## config.mk

```make
export PLATFORM = sky130hd
export DESIGN_NAME = ddr5_cmd_sched
export DESIGN_NICKNAME = d
export VERILOG_FILES = /design/src/rtl/ddr5_cmd_sched.sv
export SDC_FILE = /design/constraint.sdc
export NUM_CORES = 1
export LEC_CHECK = 0
export CAP_MARGIN = 0
export CORE_ASPECT_RATIO = 0.8
export CORE_MARGIN = 5
export CORE_UTILIZATION = 25
export DETAILED_ROUTE_END_ITERATION = 16
export SLEW_MARGIN = 15
export SYNTH_ARGS = -nofsm -noshare
export SYNTH_HDL_FRONTEND = slang
export SYNTH_SLANG_ARGS = --single-unit
export TNS_END_PERCENT = 5
```

## constraint.sdc

```tcl
create_clock -name clk -period 2.5 [get_ports clk]
set_input_delay 0.5 -clock clk [delete_from_list [all_inputs] [get_ports clk]]
set_output_delay 0.5 -clock clk [all_outputs]
set_load 0.01 [all_outputs]
```

## src/rtl/ddr5_cmd_sched.sv

```systemverilog
// Single-bank DDR5 command scheduler: turns RD/WR/WRP/MR requests into PRE/ACT/CAS/MR
// command codes for the packet-generator control stage, honouring the bank timing windows.
module ddr5_cmd_sched #(
  parameter int ROW_W = 16,
  parameter int COL_W = 10,
  parameter int CNT_W = 6,
  parameter int T_RCD = 4,
  parameter int T_RP  = 3,
  parameter int T_RAS = 8,
  parameter int T_WR  = 6,
  parameter int T_RTP = 3,
  parameter int T_MRD = 4
) (
  input  logic             clk,
  input  logic             rst,
  input  logic             req_valid,
  output logic             req_ready,
  input  logic [2:0]       req_type,
  input  logic             req_ap,
  input  logic [ROW_W-1:0] req_row,
  input  logic [COL_W-1:0] req_col,
  input  logic [7:0]       req_mra,
  input  logic [7:0]       req_mrd,
  output logic [3:0]       current_state,
  output logic             cmd_phase,
  output logic [ROW_W-1:0] cmd_row,
  output logic [COL_W-1:0] cmd_col,
  output logic [7:0]       cmd_mra,
  output logic [7:0]       cmd_mrd,
  output logic             row_open,
  output logic             cmd_done
);

  localparam logic [3:0] C_IDLE = 4'd0;
  localparam logic [3:0] C_ACT  = 4'd8;
  localparam logic [3:0] C_WRP  = 4'd1;
  localparam logic [3:0] C_WRPA = 4'd3;
  localparam logic [3:0] C_MRW  = 4'd2;
  localparam logic [3:0] C_MRR  = 4'd6;
  localparam logic [3:0] C_WR   = 4'd7;
  localparam logic [3:0] C_WRA  = 4'd5;
  localparam logic [3:0] C_RD   = 4'd4;
  localparam logic [3:0] C_RDA  = 4'd12;
  localparam logic [3:0] C_PRE  = 4'd13;

  typedef enum logic [2:0] {
    S_IDLE, S_PRE, S_WRP_WAIT, S_ACT, S_RCD_WAIT, S_CAS, S_MR, S_MRD_WAIT
  } state_e;

  state_e             state_q, state_d;
  logic               req_ready_q, req_ready_d;
  logic [3:0]         cur_q, cur_d;
  logic               phase_q, phase_d;
  logic [ROW_W-1:0]   row_q, row_d;
  logic [COL_W-1:0]   col_q, col_d;
  logic [7:0]         mra_q, mra_d;
  logic [7:0]         mrd_q, mrd_d;
  logic               row_open_q, row_open_d;
  logic               done_q, done_d;
  logic [2:0]         typ_q, typ_d;
  logic               ap_q, ap_d;
  logic [ROW_W-1:0]   rrow_q, rrow_d;
  logic [COL_W-1:0]   rcol_q, rcol_d;
  logic [7:0]         rmra_q, rmra_d;
  logic [7:0]         rmrd_q, rmrd_d;
  logic [CNT_W-1:0]   since_act_q, since_act_d;
  logic [CNT_W-1:0]   since_pre_q, since_pre_d;
  logic [CNT_W-1:0]   since_w_q, since_w_d;
  logic [CNT_W-1:0]   since_r_q, since_r_d;
  logic [CNT_W-1:0]   since_mr_q, since_mr_d;

  logic       is_mr, is_write, pre_ok, act_ok, cas_ok;
  logic [3:0] cas_code, mr_code;

  // Each since_* counter reads 0 on the edge its command's first cycle is registered.
  function automatic logic [CNT_W-1:0] sat_inc(input logic [CNT_W-1:0] c);
    sat_inc = (&c) ? c : c + {{(CNT_W-1){1'b0}}, 1'b1};
  endfunction

  // True when a command registered on the coming edge is at least t cycles after the counted one.
  function automatic logic met(input logic [CNT_W-1:0] c, input int t);
    met = (int'(c) + 1) >= t;
  endfunction

  always_comb begin
    is_mr    = (typ_q == 3'd3) || (typ_q == 3'd4);
    is_write = (typ_q != 3'd0);
    mr_code  = (typ_q == 3'd3) ? C_MRW : C_MRR;
    case (typ_q)
      3'd0:    cas_code = ap_q ? C_RDA : C_RD;
      3'd1:    cas_code = ap_q ? C_WRA : C_WR;
      default: cas_code = ap_q ? C_WRPA : C_WRP;
    endcase
    pre_ok = met(since_act_q, T_RAS) && met(since_w_q, T_WR) && met(since_r_q, T_RTP);
    // Write/read recovery plus tRP also covers the implicit precharge of auto-precharge CAS.
    act_ok = met(since_pre_q, T_RP) && met(since_w_q, T_WR + T_RP) &&
             met(since_r_q, T_RTP + T_RP);
    cas_ok = met(since_act_q, T_RCD);
  end

  // Handshake: a request transfers on the rising edge where req_valid && req_ready are both 1;
  // req_ready is registered, high only in S_IDLE, and drops for the whole life of a request.
  always_comb begin
    state_d     = state_q;
    cur_d       = C_IDLE;
    phase_d     = 1'b0;
    done_d      = 1'b0;
    row_d       = row_q;
    col_d       = col_q;
    mra_d       = mra_q;
    mrd_d       = mrd_q;
    typ_d       = typ_q;
    ap_d        = ap_q;
    rrow_d      = rrow_q;
    rcol_d      = rcol_q;
    rmra_d      = rmra_q;
    rmrd_d      = rmrd_q;
    since_act_d = sat_inc(since_act_q);
    since_pre_d = sat_inc(since_pre_q);
    since_w_d   = sat_inc(since_w_q);
    since_r_d   = sat_inc(since_r_q);
    since_mr_d  = sat_inc(since_mr_q);

    row_open_d = row_open_q;
    if (cur_q == C_ACT && phase_q) row_open_d = 1'b1;
    if (cur_q == C_PRE) row_open_d = 1'b0;
    if (phase_q && (cur_q == C_RDA || cur_q == C_WRA || cur_q == C_WRPA)) row_open_d = 1'b0;

    case (state_q)
      S_IDLE: begin
        if (req_valid && req_ready_q) begin
          typ_d  = req_type;
          ap_d   = req_ap;
          rrow_d = req_row;
          rcol_d = req_col;
          rmra_d = req_mra;
          rmrd_d = req_mrd;
          if (req_type > 3'd4)       state_d = S_MRD_WAIT;
          else if (req_type >= 3'd3) state_d = row_open_q ? S_PRE : S_MR;
          else if (row_open_q)       state_d = (req_row == row_q) ? S_CAS : S_PRE;
          else                       state_d = S_ACT;
        end
      end
      S_PRE: begin
        if (pre_ok) begin
          cur_d       = C_PRE;
          since_pre_d = '0;
          if (T_RP <= 2) state_d = is_mr ? S_MR : S_ACT;
          else           state_d = S_WRP_WAIT;
        end
      end
      S_WRP_WAIT: begin
        if (met(since_pre_q, T_RP - 1)) state_d = is_mr ? S_MR : S_ACT;
      end
      S_ACT: begin
        if (cur_q == C_ACT && !phase_q) begin
          cur_d   = C_ACT;
          phase_d = 1'b1;
          state_d = (T_RCD <= 2) ? S_CAS : S_RCD_WAIT;
        end else if (act_ok) begin
          cur_d       = C_ACT;
          since_act_d = '0;
          row_d       = rrow_q;
        end
      end
      S_RCD_WAIT: begin
        if (met(since_act_q, T_RCD - 1)) state_d = S_CAS;
      end
      S_CAS: begin
        if (cur_q == cas_code && phase_q) begin
          done_d  = 1'b1;
          state_d = S_IDLE;
        end else if (cur_q == cas_code) begin
          cur_d   = cas_code;
          phase_d = 1'b1;
        end else if (cas_ok) begin
          cur_d = cas_code;
          col_d = rcol_q;
          if (is_write) since_w_d = '0;
          else          since_r_d = '0;
        end
      end
      S_MR: begin
        if (cur_q == mr_code && !phase_q) begin
          cur_d   = mr_code;
          phase_d = 1'b1;
          state_d = S_MRD_WAIT;
        end else if (act_ok) begin
          cur_d      = mr_code;
          since_mr_d = '0;
          mra_d      = rmra_q;
          mrd_d      = rmrd_q;
        end
      end
      S_MRD_WAIT: begin
        // Reserved request types also park here for one cycle before completing.
        if (typ_q > 3'd4 || met(since_mr_q, T_MRD)) begin
          done_d  = 1'b1;
          state_d = S_IDLE;
        end
      end
      default: state_d = S_IDLE;
    endcase

    req_ready_d = (state_d == S_IDLE);
  end

  always_ff @(posedge clk) begin
    if (rst) begin
      state_q     <= S_IDLE;
      req_ready_q <= 1'b0;
      cur_q       <= C_IDLE;
      phase_q     <= 1'b0;
      row_q       <= '0;
      col_q       <= '0;
      mra_q       <= '0;
      mrd_q       <= '0;
      row_open_q  <= 1'b0;
      done_q      <= 1'b0;
      typ_q       <= '0;
      ap_q        <= 1'b0;
      rrow_q      <= '0;
      rcol_q      <= '0;
      rmra_q      <= '0;
      rmrd_q      <= '0;
      since_act_q <= '1;
      since_pre_q <= '1;
      since_w_q   <= '1;
      since_r_q   <= '1;
      since_mr_q  <= '1;
    end else begin
      state_q     <= state_d;
      req_ready_q <= req_ready_d;
      cur_q       <= cur_d;
      phase_q     <= phase_d;
      row_q       <= row_d;
      col_q       <= col_d;
      mra_q       <= mra_d;
      mrd_q       <= mrd_d;
      row_open_q  <= row_open_d;
      done_q      <= done_d;
      typ_q       <= typ_d;
      ap_q        <= ap_d;
      rrow_q      <= rrow_d;
      rcol_q      <= rcol_d;
      rmra_q      <= rmra_d;
      rmrd_q      <= rmrd_d;
      since_act_q <= since_act_d;
      since_pre_q <= since_pre_d;
      since_w_q   <= since_w_d;
      since_r_q   <= since_r_d;
      since_mr_q  <= since_mr_d;
    end
  end

  assign req_ready     = req_ready_q;
  assign current_state = cur_q;
  assign cmd_phase     = phase_q;
  assign cmd_row       = row_q;
  assign cmd_col       = col_q;
  assign cmd_mra       = mra_q;
  assign cmd_mrd       = mrd_q;
  assign row_open      = row_open_q;
  assign cmd_done      = done_q;

endmodule

```

==> flow_summary.yaml, run 1 <==
final_layout:
  area_delta_synth_final_pct: 32.9
  num-fill-cells: 2544
  post-route-cell-area_um2: 8060
  instances_no_fill: 1133
  nNetsFinal: 862
  post-route-util_pct: 33.4
  drive_above_1_share_pct: 7.25
floorplan:
  rows: 51
  core_um2: 24100
  dieHeight_um: 149
  initial_core_util_pct: 25.1
  die_w_um: 184
  ios: 99
  dieArea_um2: 27500
detailed_routing:
  drt_iter0_markers: 234
  dr.pass1.iters: 4
  post-route-drc-count: 0
  vias: 5184
  via_per_inst: 4.58
  wl_per_cell_um: 14.0
  ant_nets: 0
  wl_um: 15900
grt:
  grt_pass1_vias: 5051
  grt_usage_pct: 11.5
  antenna_found_initial: 0
  grt_max_degree: 48
  grt_pass1_wl_um: 25600
  grt_overflow: 0
yosys:
  ys_seq_area_share_pct: 42.6
  synthFlopType: "dfxtp_1"
  synth_edf_count: 0
  yosys.area.top_type: "dfxtp_1"
  synth_nets: 773
  synth_warnings: 0
  postSynthAreaPerCell_um2: 8.51
  synth_area_um2: 6060
  synth.ff_latch_count: 129
  async_reset_ff_share_pct: 0
  netlist_instances: 712
  ys_top_cells_by_area: "dfxtp_1 43%, mux2i_1 7.4%, nand2_1 7.1%"
  netlist.area_leader.share_pct: 42.6
  ys_types: 55
placed_design:
  placed_cells: 1100
  io_buffers: 98
  dpl_cell_area_um2: 7420
  gp_congestion: 0.808
  post-dp-hpwl_um: 11100
worst_setup_path:
  start_kind: "register"
  required_ps: 2770
  endpoint_kind: "register"
  r2r_slack_ps: 270
  worstRegToRegCells: 6
  r2r-start: "current_state[1]"
  path_class: "register to register"
  r2r-end: "since_r_q[4]"
  setup.worst_path.start: "current_state[1]"
  critPathArrivalTime_ps: 2500
  worst-path-max-fanout: 8
cts:
  hold_buffers: 0
  clock_latency_ps: 410
  clk_pin_slew_worst_paths_ps: 60
  cts_tree: "built"
  cts-root-buf: "clkbuf_16"
  clock_sinks: 129
  postCtsResizedCells: 0
  cts-htree-levels: 4
  cts_buffer_depth: 2
  postCtsSetupBuffers: 0
  cts_buffers: 17
timing:
  period_needed_ps: 2230
  timing.setup.tns_ps: 0
  min_period_over_period_pct: 89.3
  finClkSkew_ps: 10.9
  hold_viol: 0
  rsz0062_at_grt: "no"
  timing.hold.ws_ps: 453
  slew_viol_final: 0
  relSlewSlack_pct: 66.6
  setup_viol: 0
  clock.fmax_mhz: 448
  worst_slew_pin_slew_ps: 500
worst_hold_path:
  holdPathEnd: "rrow_q[9]"
  hold_class: "register to register"
  hold_depth: 2
  worstHoldStart: "rrow_q[9]"
power:
  p_clk_share_pct: 35.0
  power.density_nw_per_um2: 953
  seqPwrFrac_pct: 36.1
  p_switching_w: 0.00258
  vdd.ir_drop.worst_uv: 446
  internal_power_w: 0.00509
  swShare_pct: 33.7
  p_leak_nw: 3.13
  p_comb_share_pct: 28.9
flow_run:
  cap_viol_max_count: 0
outcome:
  outcome: "completed"
[state kept, by name, indices dropped and copies added, names as in the netlist]
signal	cells
since_r_q	6
rcol_q	10
rmra_q	8
req_ready	1
rrow_q	16
ap_q	1
cmd_mra	8
since_w_q	6
rmrd_q	8
cmd_done	1
cmd_phase	1
row_open	1
typ_q	3
cmd_row	16
since_act_q	6
since_mr_q	6
current_state	4
state_q	3
since_pre_q	6
cmd_col	10
cmd_mrd	8
[layout by cell type (no fill, tap or decap), drive strengths merged, types with 20 or more instances in the layout]
cell,instances
nand3,22
dfxtp,129
nand2,114
nor2,52
nand2b,40
o21ai,20
xor2,25
a21oi,65
clkdlybuf4s50,97
mux2i,45
[cells by family (layout without fill, tap and decap cells)]
| group | count (synthesis) | count (layout) | share of synthesized area [%] |
|---|---|---|---|
| adders and majority gates | 12 | 12 | 2.48 |
| xor gates and xnor gates | 32 | 32 | 4.62 |
| muxes | 46 | 46 | 7.62 |
| other | 0 | 1 | 0 |
| buffers and inverters | 55 | 157 | 3.74 |
| DFF | 129 | 129 | 42.6 |
| and+or+nand+nor | 295 | 295 | 24.5 |
| AOI/OAI and AO/OA | 143 | 143 | 14.5 |
[per-stage QoR]
stage / setup slack [ps] / power [W]
after floorplan: 450 / 0.00445
after global placement: 187 / 0.00498
after detailed placement: 161 / 0.00502
after CTS: 261 / 0.00776
after global routing: 56.6 / 0.00818
final: 268 / 0.00768
[metal layers]
| metal | GRT usage (%) | routed length, um | vias to the layer above |
|---|---|---|---|
| met1 | 15.7 | 7710 | 2429 |
| li1 | - | - | 2630 |
| met4 | 2.81 | 143 | 0 |
| met2 | 17.2 | 6930 | 113 |
| met3 | 4.41 | 1090 | 12 |
| met5 | 0 | 0 | - |
[power by group through the flow]
stage	Combinational, W	Clock (W)	Sequential (W)
after floorplan	0.00178	0	0.00267
after global placement	0.00218	0	0.00280
after detailed placement	0.00222	0	0.00281
after CTS	0.00223	0.00276	0.00277
after global routing	0.00250	0.00285	0.00283
final	0.00222	0.00269	0.00277
[area by class of cell]
| cell class | instances | area (um2) | area share (%) |
|---|---|---|---|
| sequential | 129 | 2580 | 32.0 |
| multi-input combinational | 528 | 3250 | 40.4 |
| clock inverter | 14 | 201 | 2.50 |
| timing repair buffer | 111 | 1140 | 14.1 |
| clock buffer | 18 | 429 | 5.33 |
| antenna | 1 | 2.50 | 0.0311 |
| inverter | 14 | 52.6 | 0.652 |
| tap | 318 | 398 | 4.94 |
[worst max-delay path by stage]
stage	cells after the start	endpoint	slack, ps
2_1_floorplan	8	cmd_mra[5]	450
3_3_place_gp	7	req_ready	190
3_5_place_dp	7	req_ready	160
4_1_cts	8	cmd_mra[7]	260
5_1_grt	8	cmd_mrd[0]	60
6_report	6	since_r_q[4]	270
[Yosys cell counts (all sizes together), types with 4 or more instances]
| cell type | number |
|---|---|
| inv | 14 |
| or3 | 5 |
| and3 | 6 |
| clkbuf | 26 |
| a31oi | 8 |
| nor4 | 9 |
| buf | 15 |
| dfxtp | 129 |
| ha | 12 |
| a21o | 12 |
| xnor2 | 7 |
| a21oi | 65 |
| o21ai | 20 |
| nand2b | 40 |
| and2 | 5 |
| nor3 | 9 |
| nor2 | 52 |
| nand4 | 5 |
| xor2 | 25 |
| nor2b | 5 |
| a31o | 4 |
| mux2i | 45 |
| nand2 | 114 |
| o21bai | 19 |
| nand3b | 8 |
| nand3 | 22 |
[worst max-delay path: stages (launching register included)]
cell and delay, ps:
dfxtp_1 480, xor2_1 250, or3_1 160, a32oi_2 160
or3_4 480, nor4_4 380, o21bai_1 180
Note: power is estimated with default switching activity, not from simulation.
==> run 2: changes to the inputs <==
--- a/config.mk
+++ b/config.mk
@@ -6,9 +6,10 @@
 export NUM_CORES = 1
 export LEC_CHECK = 0
 export CAP_MARGIN = 0
-export CORE_ASPECT_RATIO = 0.8
+export CORE_ASPECT_RATIO = 0.7
 export CORE_MARGIN = 5
 export CORE_UTILIZATION = 25
+export CTS_CLUSTER_SIZE = 28
 export DETAILED_ROUTE_END_ITERATION = 16
 export SLEW_MARGIN = 15
 export SYNTH_ARGS = -nofsm -noshare
==> run 2 against run 1 <==
Effect of this change: clock skew decreased by 3.6 ps; wire length decreased by 0.61%; sequential power about the same; critical path depth increased by 1; largest cell class unchanged; highest routed layer unchanged.
==> flow_summary.yaml, run 2 (synthesis gave the netlist of run 1 again) <==
worst_setup_path:
  setup.worst_path.start: "current_state[1]"
  critPathArrivalTime_ps: 2530
  required_ps: 2800
  endpoint_kind: "register"
  r2r_slack_ps: 260
  start_kind: "register"
  r2r-start: "current_state[1]"
  worst-path-max-fanout: 10
  path_class: "register to register"
timing:
  timing.setup.tns_ps: 0
  hold_viol: 0
  period_needed_ps: 2240
  finClkSkew_ps: 7.33
  min_period_over_period_pct: 89.5
  rsz0062_at_grt: "no"
  slew_viol_final: 0
  relSlewSlack_pct: 63.7
  setup_viol: 0
  worst_slew_pin_slew_ps: 542
  clock.fmax_mhz: 447
  timing.hold.ws_ps: 452
detailed_routing:
  via_per_inst: 4.49
  drt_iter0_markers: 327
  wl_um: 15800
  vias: 5084
  wl_per_cell_um: 13.9
  ant_nets: 0
  dr.pass1.iters: 5
  post-route-drc-count: 0
cts:
  hold_buffers: 0
  clock_sinks: 129
  cts_buffer_depth: 2
  cts_tree: "built"
  postCtsResizedCells: 0
  postCtsSetupBuffers: 0
  cts-htree-levels: 4
  cts-root-buf: "clkbuf_16"
  cts_buffers: 17
  clk_pin_slew_worst_paths_ps: 60
  clock_latency_ps: 420
grt:
  antenna_found_initial: 0
  grt_pass1_wl_um: 25800
  grt_pass1_vias: 4878
  grt_max_degree: 63
  grt_overflow: 0
  grt_usage_pct: 11.4
final_layout:
  layout_common_cells: "129 x dfxtp_1, 114 x nand2_1, 97 x clkdlybuf4s50_1"
  drive_above_1_share_pct: 7.36
  instances_no_fill: 1133
  final_common_cell: "dfxtp_1"
  area_delta_synth_final_pct: 34.2
  nNetsFinal: 863
  antenna_cells: 0
floorplan:
  rows: 47
  dieHeight_um: 140
  initial_core_util_pct: 25.5
  core_um2: 23800
  ios: 99
  die_w_um: 196
  dieArea_um2: 27500
power:
  power.density_nw_per_um2: 985
  p_leak_nw: 3.17
  vdd.ir_drop.worst_uv: 573
placed_design:
  post-dp-hpwl_um: 11100
  placed_cells: 1101
  io_buffers: 98
  gp_congestion: 0.792
worst_hold_path:
  worstHoldStart: "rrow_q[9]"
  hold_class: "register to register"
outcome:
  outcome: "completed"
flow_run:
  cap_viol_max_count: 0
-- run 2: where the power goes --
group,switching (W),internal (W),total [W]
Clock,0.000943,0.00207,0.00302
Sequential,0.000393,0.00239,0.00278
Combinational,0.00120,0.00101,0.00221
Total,0.00254,0.00547,0.00801
-- run 2: layout make-up --
cell class | count | area [um2]
clock inverter | 14 | 284
timing repair buffer | 112 | 1130
inverter | 14 | 52.6
clock buffer | 18 | 429
tap | 318 | 398
multi-input combinational | 528 | 3250
sequential | 129 | 2580
fill | 2502 | 15600
-- run 2: layer usage --
| metal | track usage [%] | up-vias | routed length [um] |
|---|---|---|---|
| met5 | 0 | - | 0 |
| met4 | 2.28 | 0 | 74 |
| met3 | 4.01 | 11 | 950 |
| met2 | 15.9 | 114 | 6210 |
| met1 | 16.9 | 2326 | 8540 |
| li1 | - | 2633 | - |
-- run 2: per-stage QoR --
| stage | total power (W) | cell area [um2] | setup slack (ps) | util [%] |
|---|---|---|---|---|
| after floorplan | 0.00445 | 6060 | 450 | - |
| after global placement | 0.00499 | 7420 | 158 | 31.2 |
| after detailed placement | 0.00502 | 7420 | 120 | 31.2 |
| after CTS | 0.00807 | 8130 | 262 | 34.2 |
| after global routing | 0.00855 | 8130 | 85.3 | 34.2 |
| final | 0.00801 | 8130 | 263 | 34.2 |
-- run 2: critical path, cell delays in order, from the launching register on --
cell	delay (ps)
dfxtp_1	530
xor2_1	150
or3_1	380
a32oi_2	330
or3_4	230
buf_4	230
mux2i_1	210
nor2_1	50
-- run 2: final timing paths --
path                              endpoint  cells after the start
worst max-delay path            cmd_col[9]                      7
worst min-delay path             rrow_q[9]                      2
worst max register to register  cmd_col[9]                      7
worst min register to register   rrow_q[9]                      2
==> run 3: changes to the inputs <==
==> constraint.sdc (replaced) <==
create_clock -name clk -period 2.5 [get_ports clk]
set_input_delay 0.5 -clock clk [delete_from_list [all_inputs] [get_ports clk]]
set_output_delay 0.5 -clock clk [all_outputs]
set_load 0.02 [all_outputs]
==> results of run 3 <==
The final DEF is identical to that of run 2. Status: completed.
Among the figures that moved: total power 0.00801 W -> 0.00802 W
